`config.mk`:
```
export PLATFORM = sky130hd
export DESIGN_NAME = mem_port_arbiter
export DESIGN_NICKNAME = d
export VERILOG_FILES = /design/src/rtl/mem_port_arbiter.sv
export SDC_FILE = /design/constraint.sdc
export NUM_CORES = 1
export LEC_CHECK = 0
export ABC_AREA = 1
export CAP_MARGIN = 20
export CORE_ASPECT_RATIO = 0.75
export CORE_UTILIZATION = 38
export DETAILED_ROUTE_END_ITERATION = 6
export PLACE_DENSITY = 0.81
export SETUP_SLACK_MARGIN = 0.15
export SLEW_MARGIN = 20
export SYNTH_ARGS = -nofsm -noshare
export SYNTH_HDL_FRONTEND = slang
export SYNTH_SLANG_ARGS = --single-unit
```
`constraint.sdc`:
```
create_clock -name clk -period 1.9 [get_ports clk]
set_input_delay 0.38 -clock clk [delete_from_list [all_inputs] [get_ports clk]]
set_output_delay 0.38 -clock clk [all_outputs]
set_load 0.005 [all_outputs]
```
`src/rtl/mem_port_arbiter.sv`:
```
// Serializes instruction-fetch and memory-stage requests onto one backing memory port.
// Optional MEM_ARB_ROUND_ROBIN_EN: ties go to the requester not granted last (default: dmem wins).
module mem_port_arbiter #(
    parameter int WATCHDOG_CYCLES = 1024
) (
    input  logic        clk,
    input  logic        rst,
    input  logic [31:0] imem_addr,
    input  logic [3:0]  imem_rmask,
    input  logic        imem_kill,
    output logic [31:0] imem_rdata,
    output logic        imem_resp,
    input  logic [31:0] dmem_addr,
    input  logic [3:0]  dmem_rmask,
    input  logic [3:0]  dmem_wmask,
    input  logic [31:0] dmem_wdata,
    output logic [31:0] dmem_rdata,
    output logic        dmem_resp,
    output logic [31:0] mem_addr,
    output logic [3:0]  mem_rmask,
    output logic [3:0]  mem_wmask,
    output logic [31:0] mem_wdata,
    input  logic [31:0] mem_rdata,
    input  logic        mem_resp,
    output logic        arb_timeout
);
    localparam int WDW = $clog2(WATCHDOG_CYCLES + 1);
    localparam logic [WDW-1:0] WD_MAX = WDW'(WATCHDOG_CYCLES);

    typedef enum logic [1:0] {IDLE, SERVE_I, SERVE_D} state_t;

    state_t         state;
    logic           kill_pending;
    logic [WDW-1:0] wd_cnt;
    logic           i_req, d_req, done;
    logic           grant_i, grant_d;

    // A killed fetch is not eligible for a grant in the same cycle.
    assign i_req = (|imem_rmask) & ~imem_kill;
    assign d_req = (|dmem_rmask) | (|dmem_wmask);
    assign done  = (state != IDLE) & mem_resp;

    assign imem_resp  = (state == SERVE_I) & mem_resp & ~kill_pending & ~imem_kill;
    assign dmem_resp  = (state == SERVE_D) & mem_resp;
    assign imem_rdata = imem_resp ? mem_rdata : '0;
    assign dmem_rdata = dmem_resp ? mem_rdata : '0;

`ifdef MEM_ARB_ROUND_ROBIN_EN
    logic last_d;

    always_ff @(posedge clk or negedge rst) begin
        if (!rst)
            last_d <= 1'b0;
        else if (grant_i | grant_d)
            last_d <= grant_d;
    end
`endif

    always_comb begin
        grant_i = 1'b0;
        grant_d = 1'b0;
        case (state)
            IDLE: begin
                if (i_req && d_req) begin
`ifdef MEM_ARB_ROUND_ROBIN_EN
                    grant_i = last_d;
                    grant_d = ~last_d;
`else
                    grant_d = 1'b1;
`endif
                end else begin
                    grant_i = i_req;
                    grant_d = d_req;
                end
            end
            // Back-to-back hand-off only to the requester that was waiting.
            SERVE_I: grant_d = mem_resp & d_req;
            SERVE_D: grant_i = mem_resp & i_req;
            default: ;
        endcase
    end

    always_ff @(posedge clk or negedge rst) begin
        if (!rst) begin
            state        <= IDLE;
            mem_addr     <= '0;
            mem_rmask    <= '0;
            mem_wmask    <= '0;
            mem_wdata    <= '0;
            kill_pending <= 1'b0;
            wd_cnt       <= '0;
            arb_timeout  <= 1'b0;
        end else if (grant_d) begin
            state        <= SERVE_D;
            mem_addr     <= dmem_addr;
            mem_rmask    <= dmem_rmask;
            mem_wmask    <= dmem_wmask;
            mem_wdata    <= dmem_wdata;
            kill_pending <= 1'b0;
            wd_cnt       <= '0;
        end else if (grant_i) begin
            state        <= SERVE_I;
            mem_addr     <= imem_addr;
            mem_rmask    <= imem_rmask;
            mem_wmask    <= '0;
            mem_wdata    <= '0;
            kill_pending <= 1'b0;
            wd_cnt       <= '0;
        end else if (done) begin
            state        <= IDLE;
            mem_rmask    <= '0;
            mem_wmask    <= '0;
            kill_pending <= 1'b0;
        end else if (state != IDLE) begin
            if (wd_cnt != WD_MAX)
                wd_cnt <= wd_cnt + WDW'(1);
            if (wd_cnt + WDW'(1) == WD_MAX)
                arb_timeout <= 1'b1;
            if (state == SERVE_I && imem_kill)
                kill_pending <= 1'b1;
        end
    end
endmodule

```
* Yosys cells after proc, flatten, opt, wreduce, memory -nomap -nowiden
Cells that the tools add are included.
** Storage, ports and cells
- Bits in registers :: 87
- Output and inout bits :: 139
- Logic and storage cells :: 72
- Input bits :: 144
** Cells by class
- Add/subtract/negate cells :: 1
- Muxes and demuxes :: 28
- Equal/unequal tests :: 5
- Bitwise operators :: 14
- Reduce and logical (&&, ||, !) cells :: 16
** Operators by type and width (count)
- 32-bit 2-to-1 mux :: 6
- 11-bit 2-to-1 mux :: 5
- 4-bit 2-to-1 mux :: 5
- 4-bit OR reduction :: 3
- 11-bit by 1-bit adder with 11-bit output, second input constant :: 1
- 11-bit == test, second input constant :: 1
- 11-bit != test, second input constant :: 1
- 3-bit nonzero test :: 3
- 1-bit AND :: 8
- 4-bit nonzero test :: 2
- 1-bit 2-to-1 mux :: 7
- 2-bit 2-to-1 mux :: 3
- 1-bit inverter :: 5
- 5-bit AND reduction :: 1
- 1-bit case mux with 2 select lines :: 2
- 2-bit nonzero test :: 2
- 3-bit by 1-bit != test with 1-bit output, second input constant :: 1
- 3-bit AND reduction :: 1
- 2-bit by 1-bit == test with 1-bit output, second input constant :: 1
- 2-bit == test, second input constant :: 1
- 1-bit logical AND :: 2
- 2-bit logical NOT :: 1
- 2-bit AND reduction :: 1
- 1-bit bitwise OR :: 1

* Logic depth before layout (Yosys ltp)
- Depth after elaboration :: 7
- Mapped depth :: 10
- Mapped depth without buffers :: 10

* Worst setup path before layout
No wires, ideal clock.
- Kind :: reg2out
- Start point :: register state[1]
- End point :: output port imem_rdata[10]
- Path buffers :: 1
- Data required time :: 1.520 ns
- Cell stages (with the launch flop) :: 7
- Slack :: 0.427 ns
- Data arrival time :: 1.093 ns
- Cells stage by stage :: dfrtp_1 > inv_1 > nand2_1 > nor2_1 > inv_1 > clkbuf_1 > nor2_1
** Between the ends
- Word-level cells in the longest chain between the ends :: 5
** Ends and longest elaborated chain
- start: declaration :: line 32 : state_t state;
- start signal: assignment :: line 85 : state <= IDLE;
- start signal: assignment :: line 94 : state <= SERVE_D;
- start signal: assignment :: line 102 : state <= SERVE_I;
- 2-bit by 1-bit == test with 1-bit output :: line 43 : assign imem_resp = (state == SERVE_I) & mem_resp & ~kill_pending & ~imem_kill;
- 1-bit AND (3 in a row) :: line 43
- named net imem_resp :: line 12 : output logic imem_resp,
- 32-bit 2-to-1 mux :: line 45 : assign imem_rdata = imem_resp ? mem_rdata : '0;
- end: declaration :: line 11 : output logic [31:0] imem_rdata,
The timed path passes the listed nets, and every way through them passes these cells.

* Final worst setup path
- Start point :: register state[0]
- End point :: output port imem_rdata[22]
** Between the ends
- Word-level cells in the longest chain between the ends :: 5
** Ends and longest elaborated chain (line)
- 2-bit by 1-bit == test with 1-bit output :: 43
- 1-bit AND (3 in a row) :: 43
- 32-bit 2-to-1 mux :: 45
Every way passes these cells.

==> impl_metrics.csv <==
group,metric,value,unit
status,violations,"setup timing",
detailed_routing,drtIter0Drc,177,
power_and_ir_drop,pwr-share-comb,0.600,
sta,tns,-737.4,ps
setup_path,worst-path-max-fanout,8,
floorplanning,io_pins,283,
final_layout,final_cell_mix,"nand2_1 (265), clkdlybuf4s50_1 (206), dfrtp_1 (87)",
setup_path,worstPathRequired,1520,ps
sta,finalWorstSetupSlack,-54.87,ps
hold_path,hold_start,"dmem_wmask[1]",
setup_path,rrSetupSlack,90,ps
placed_design,dp_hpwl,13.04,mm
global_route,first_global_vias,5572,
setup_path,critPathKind,"flip-flop to output pin",
cts,cts_buffers,9,
final_layout,area_delta_synth_final,102.4,%
logic_synthesis,synth_cell_types,24,
cts,cts_tree,"done",
sta,relSlewSlack,0.6370,
logic_synthesis,ys_seq_area_frac,0.4619,
sta,hold_viol,0,
floorplanning,die_width,130.6,um
sta,rsz0062_at_grt,"yes",
power_and_ir_drop,switchingPower,4.941,mW
placed_design,post-place-ws,-467.4,ps
sta,fin_crit_sh,1.029,
detailed_routing,drt-total-wl,20.98,mm
cts,h-tree-depth,3,
hold_path,hold_end,"mem_wmask[1]",
setup_path,worst_path_largest_cell_delay,380,ps
sta,worst_slew_pin_slew,538.7,ps
sta,min_period,1955,ps
setup_path,cp_data_arrival_time,1570,ps
detailed_routing,vias,5947,
power_and_ir_drop,power_density,1326,nW/um^2
final_layout,drive_gt1_frac,0.2894,
global_route,grt_remaining_overflow,0,
power_and_ir_drop,p_leak,4.738,nW
status,status,"finished with violations",
sta,setup_viol,41,
hold_path,min_path_type,"input pin to flip-flop",
logic_synthesis,syn_nets,839,
setup_path,worstReg2RegEnd,"mem_addr[30]",
cts,clk_pin_slew,70,ps
floorplanning,die_h,98.45,um
hold_path,hold_depth,3,
detailed_routing,antenna_left,0,
setup_path,cpMaxStageDelayCell,"dfrtp_1",
cts,clkSinkCount,87,
cts,clock_path_buffers,2,
power_and_ir_drop,p_int,7.707,mW
global_route,antenna_found_initial,5,
logic_synthesis,syn_area,4713,um^2
setup_path,crit_path_start_kind,"flip-flop",
placed_design,port_buffers,282,
power_and_ir_drop,p_clk_frac,0.147,
power_and_ir_drop,p_seq_frac,0.253,
logic_synthesis,netlist_instances,692,
power_and_ir_drop,total_power,12.65,mW
setup_path,worstRegToRegCells,12,
floorplanning,fp-row-count,34,
power_and_ir_drop,irDropWorstVdd,1.034,mV
detailed_routing,wl_per_cell,17.48,um
logic_synthesis,ys.warnings.count,0,
logic_synthesis,ys_ff_latch,87,
global_route,grt_max_degree,61,
placed_design,routabilityCongestion,0.8677,
sta,drv_slew,0,
sta,max_clock_freq,0.5115,GHz
setup_path,crit_path_end_kind,"output pin",
floorplanning,design.core.area,11830,um^2
detailed_routing,vias_per_cell,4.956,
setup_path,worstReg2RegStart,"state[0]",
detailed_routing,drt-pass1-iter-count,5,
floorplanning,initial_core_util,0.3985,
final_layout,final_common_cell,"nand2_1",
cts,root_buffer,"clkbuf_16",
detailed_routing,drc_errors,0,
final_layout,nets,1175,
global_route,grt_use_total,0.2789,
sta,final.setup_skew,9.237,ps
flow_run,maxCapViolCount,0,
setup_path,crit_chain,"buf_6, nand2_4, nor2_4, clkinv_4, clkbuf_16, nor2_2, buf_2",
floorplanning,dieArea,12860,um^2
power_and_ir_drop,netSwitchingFraction,0.3907,
global_route,grt_pass1_wl,27.69,mm
cts,insertion_delay,330,ps
final_layout,nFillCells,765,
logic_synthesis,syn_area_per_cell,6.811,um^2
[kinds of logic (layout without fill, tap and decap cells)]
family | Yosys count | count (layout) | synth area share
XOR/XNOR | 1 | 1 | 0.001859
AND/OR/NAND/NOR | 480 | 480 | 0.4168
buffers and inverters | 101 | 442 | 0.08734
adder cells (fa/ha/maj) | 3 | 3 | 0.007965
other | 0 | 5 | 0
AO/OA/AOI/OAI | 20 | 20 | 0.02416
flip-flops | 87 | 87 | 0.4619
[worst max-delay path by stage]
stage                       startpoint        endpoint  slack (ps)
after floorplan               state[1]  imem_rdata[10]         430
after global placement        mem_resp  imem_rdata[15]        -410
after detailed placement      mem_resp  imem_rdata[31]        -470
after CTS                 kill_pending  imem_rdata[14]          -8
after global routing          state[0]  imem_rdata[22]        -170
final                         state[0]  imem_rdata[22]         -50
[metrics by stage]
step	instance area, um^2	hold slack (ps)	util	cells
6_report	9542	321.0	0.8068	1200
5_1_grt	9542	340.1	0.8068	1200
4_1_cts	8473	432.0	0.7165	1173
3_5_place_dp	7993	244.0	0.6758	1139
3_3_place_gp	7993	244.2	0.6758	1139
2_1_floorplan	4713	84.41	-	692
[per-layer routing]
layer / share of wire / GRT usage / vias up / routed length (um)
met5: 0 / 0 / - / 0
met1: 0.35 / 0.2969 / 2789 / 7318
met3: 0.075 / 0.07329 / 63 / 1570
met4: 0.044 / 0.1096 / 0 / 918
met2: 0.53 / 0.5189 / 282 / 11170
li1: - / - / 2813 / -
[sequential cells by signal, indices dropped and copies added, names as in the netlist]
signal,flops
arb_timeout,1
kill_pending,1
mem_addr,32
mem_rmask,4
mem_wdata,32
mem_wmask,4
state,2
wd_cnt,11
[area by class of cell]
cell class	count	area (um^2)	area share
Tap cell	162	202.7	0.02124
Sequential cell	87	2177	0.2282
Clock inverter	5	63.81	0.006688
Multi-Input combinational cell	504	2858	0.2995
Clock buffer	11	252.7	0.02649
Inverter	62	247.7	0.02596
Antenna cell	5	12.51	0.001311
Timing Repair Buffer	364	3727	0.3906
[what timing repair did]
item,in CTS,in global routing
cloned,5,12
hold buffers,1,0
pin swaps,5,43
hold endpoints to repair,11,0
gates resized for setup,336,179
setup endpoints to repair,71,151
buffers inserted,12,10
[Yosys cell counts]
library cell	instances	area [um^2]
a21oi_2	1	8.760
nand3_2	1	10.01
a21oi_1	8	40.04
nand2_1	279	1047
nor3_1	2	10.01
o21bai_1	1	7.510
nand2_2	2	12.51
o21ai_1	4	20.02
buf_1	3	11.26
dfrtp_1	87	2177
nor3_2	1	10.01
o21ai_2	2	17.52
o21ai_0	4	20.02
nand2_4	1	11.26
inv_2	3	11.26
nor2_1	97	364.1
nand3_1	86	430.4
clkbuf_1	12	45.04
inv_1	59	221.5
xnor2_1	1	8.760
buf_2	23	115.1
buf_4	1	7.510
ha_1	3	37.54
nand4_1	11	68.82
[power by group through the flow]
| stage | registers (mW) | logic, mW | clock network [mW] |
|---|---|---|---|
| final | 3.20 | 7.59 | 1.86 |
| after global routing | 3.29 | 8.17 | 1.95 |
| after CTS | 3.12 | 6.12 | 1.88 |
| after detailed placement | 3.14 | 5.79 | 0 |
| after global placement | 3.11 | 5.70 | 0 |
| after floorplan | 3.18 | 2.43 | 0 |
[worst max-delay path: cells and delay by family, from the launching register on]
family / cells / cell delay (ps)
buffers and inverters: 4 / 570
AND/OR/NAND/NOR: 3 / 300
flip-flops: 1 / 380
Note: power is estimated with default switching activity, not from simulation.
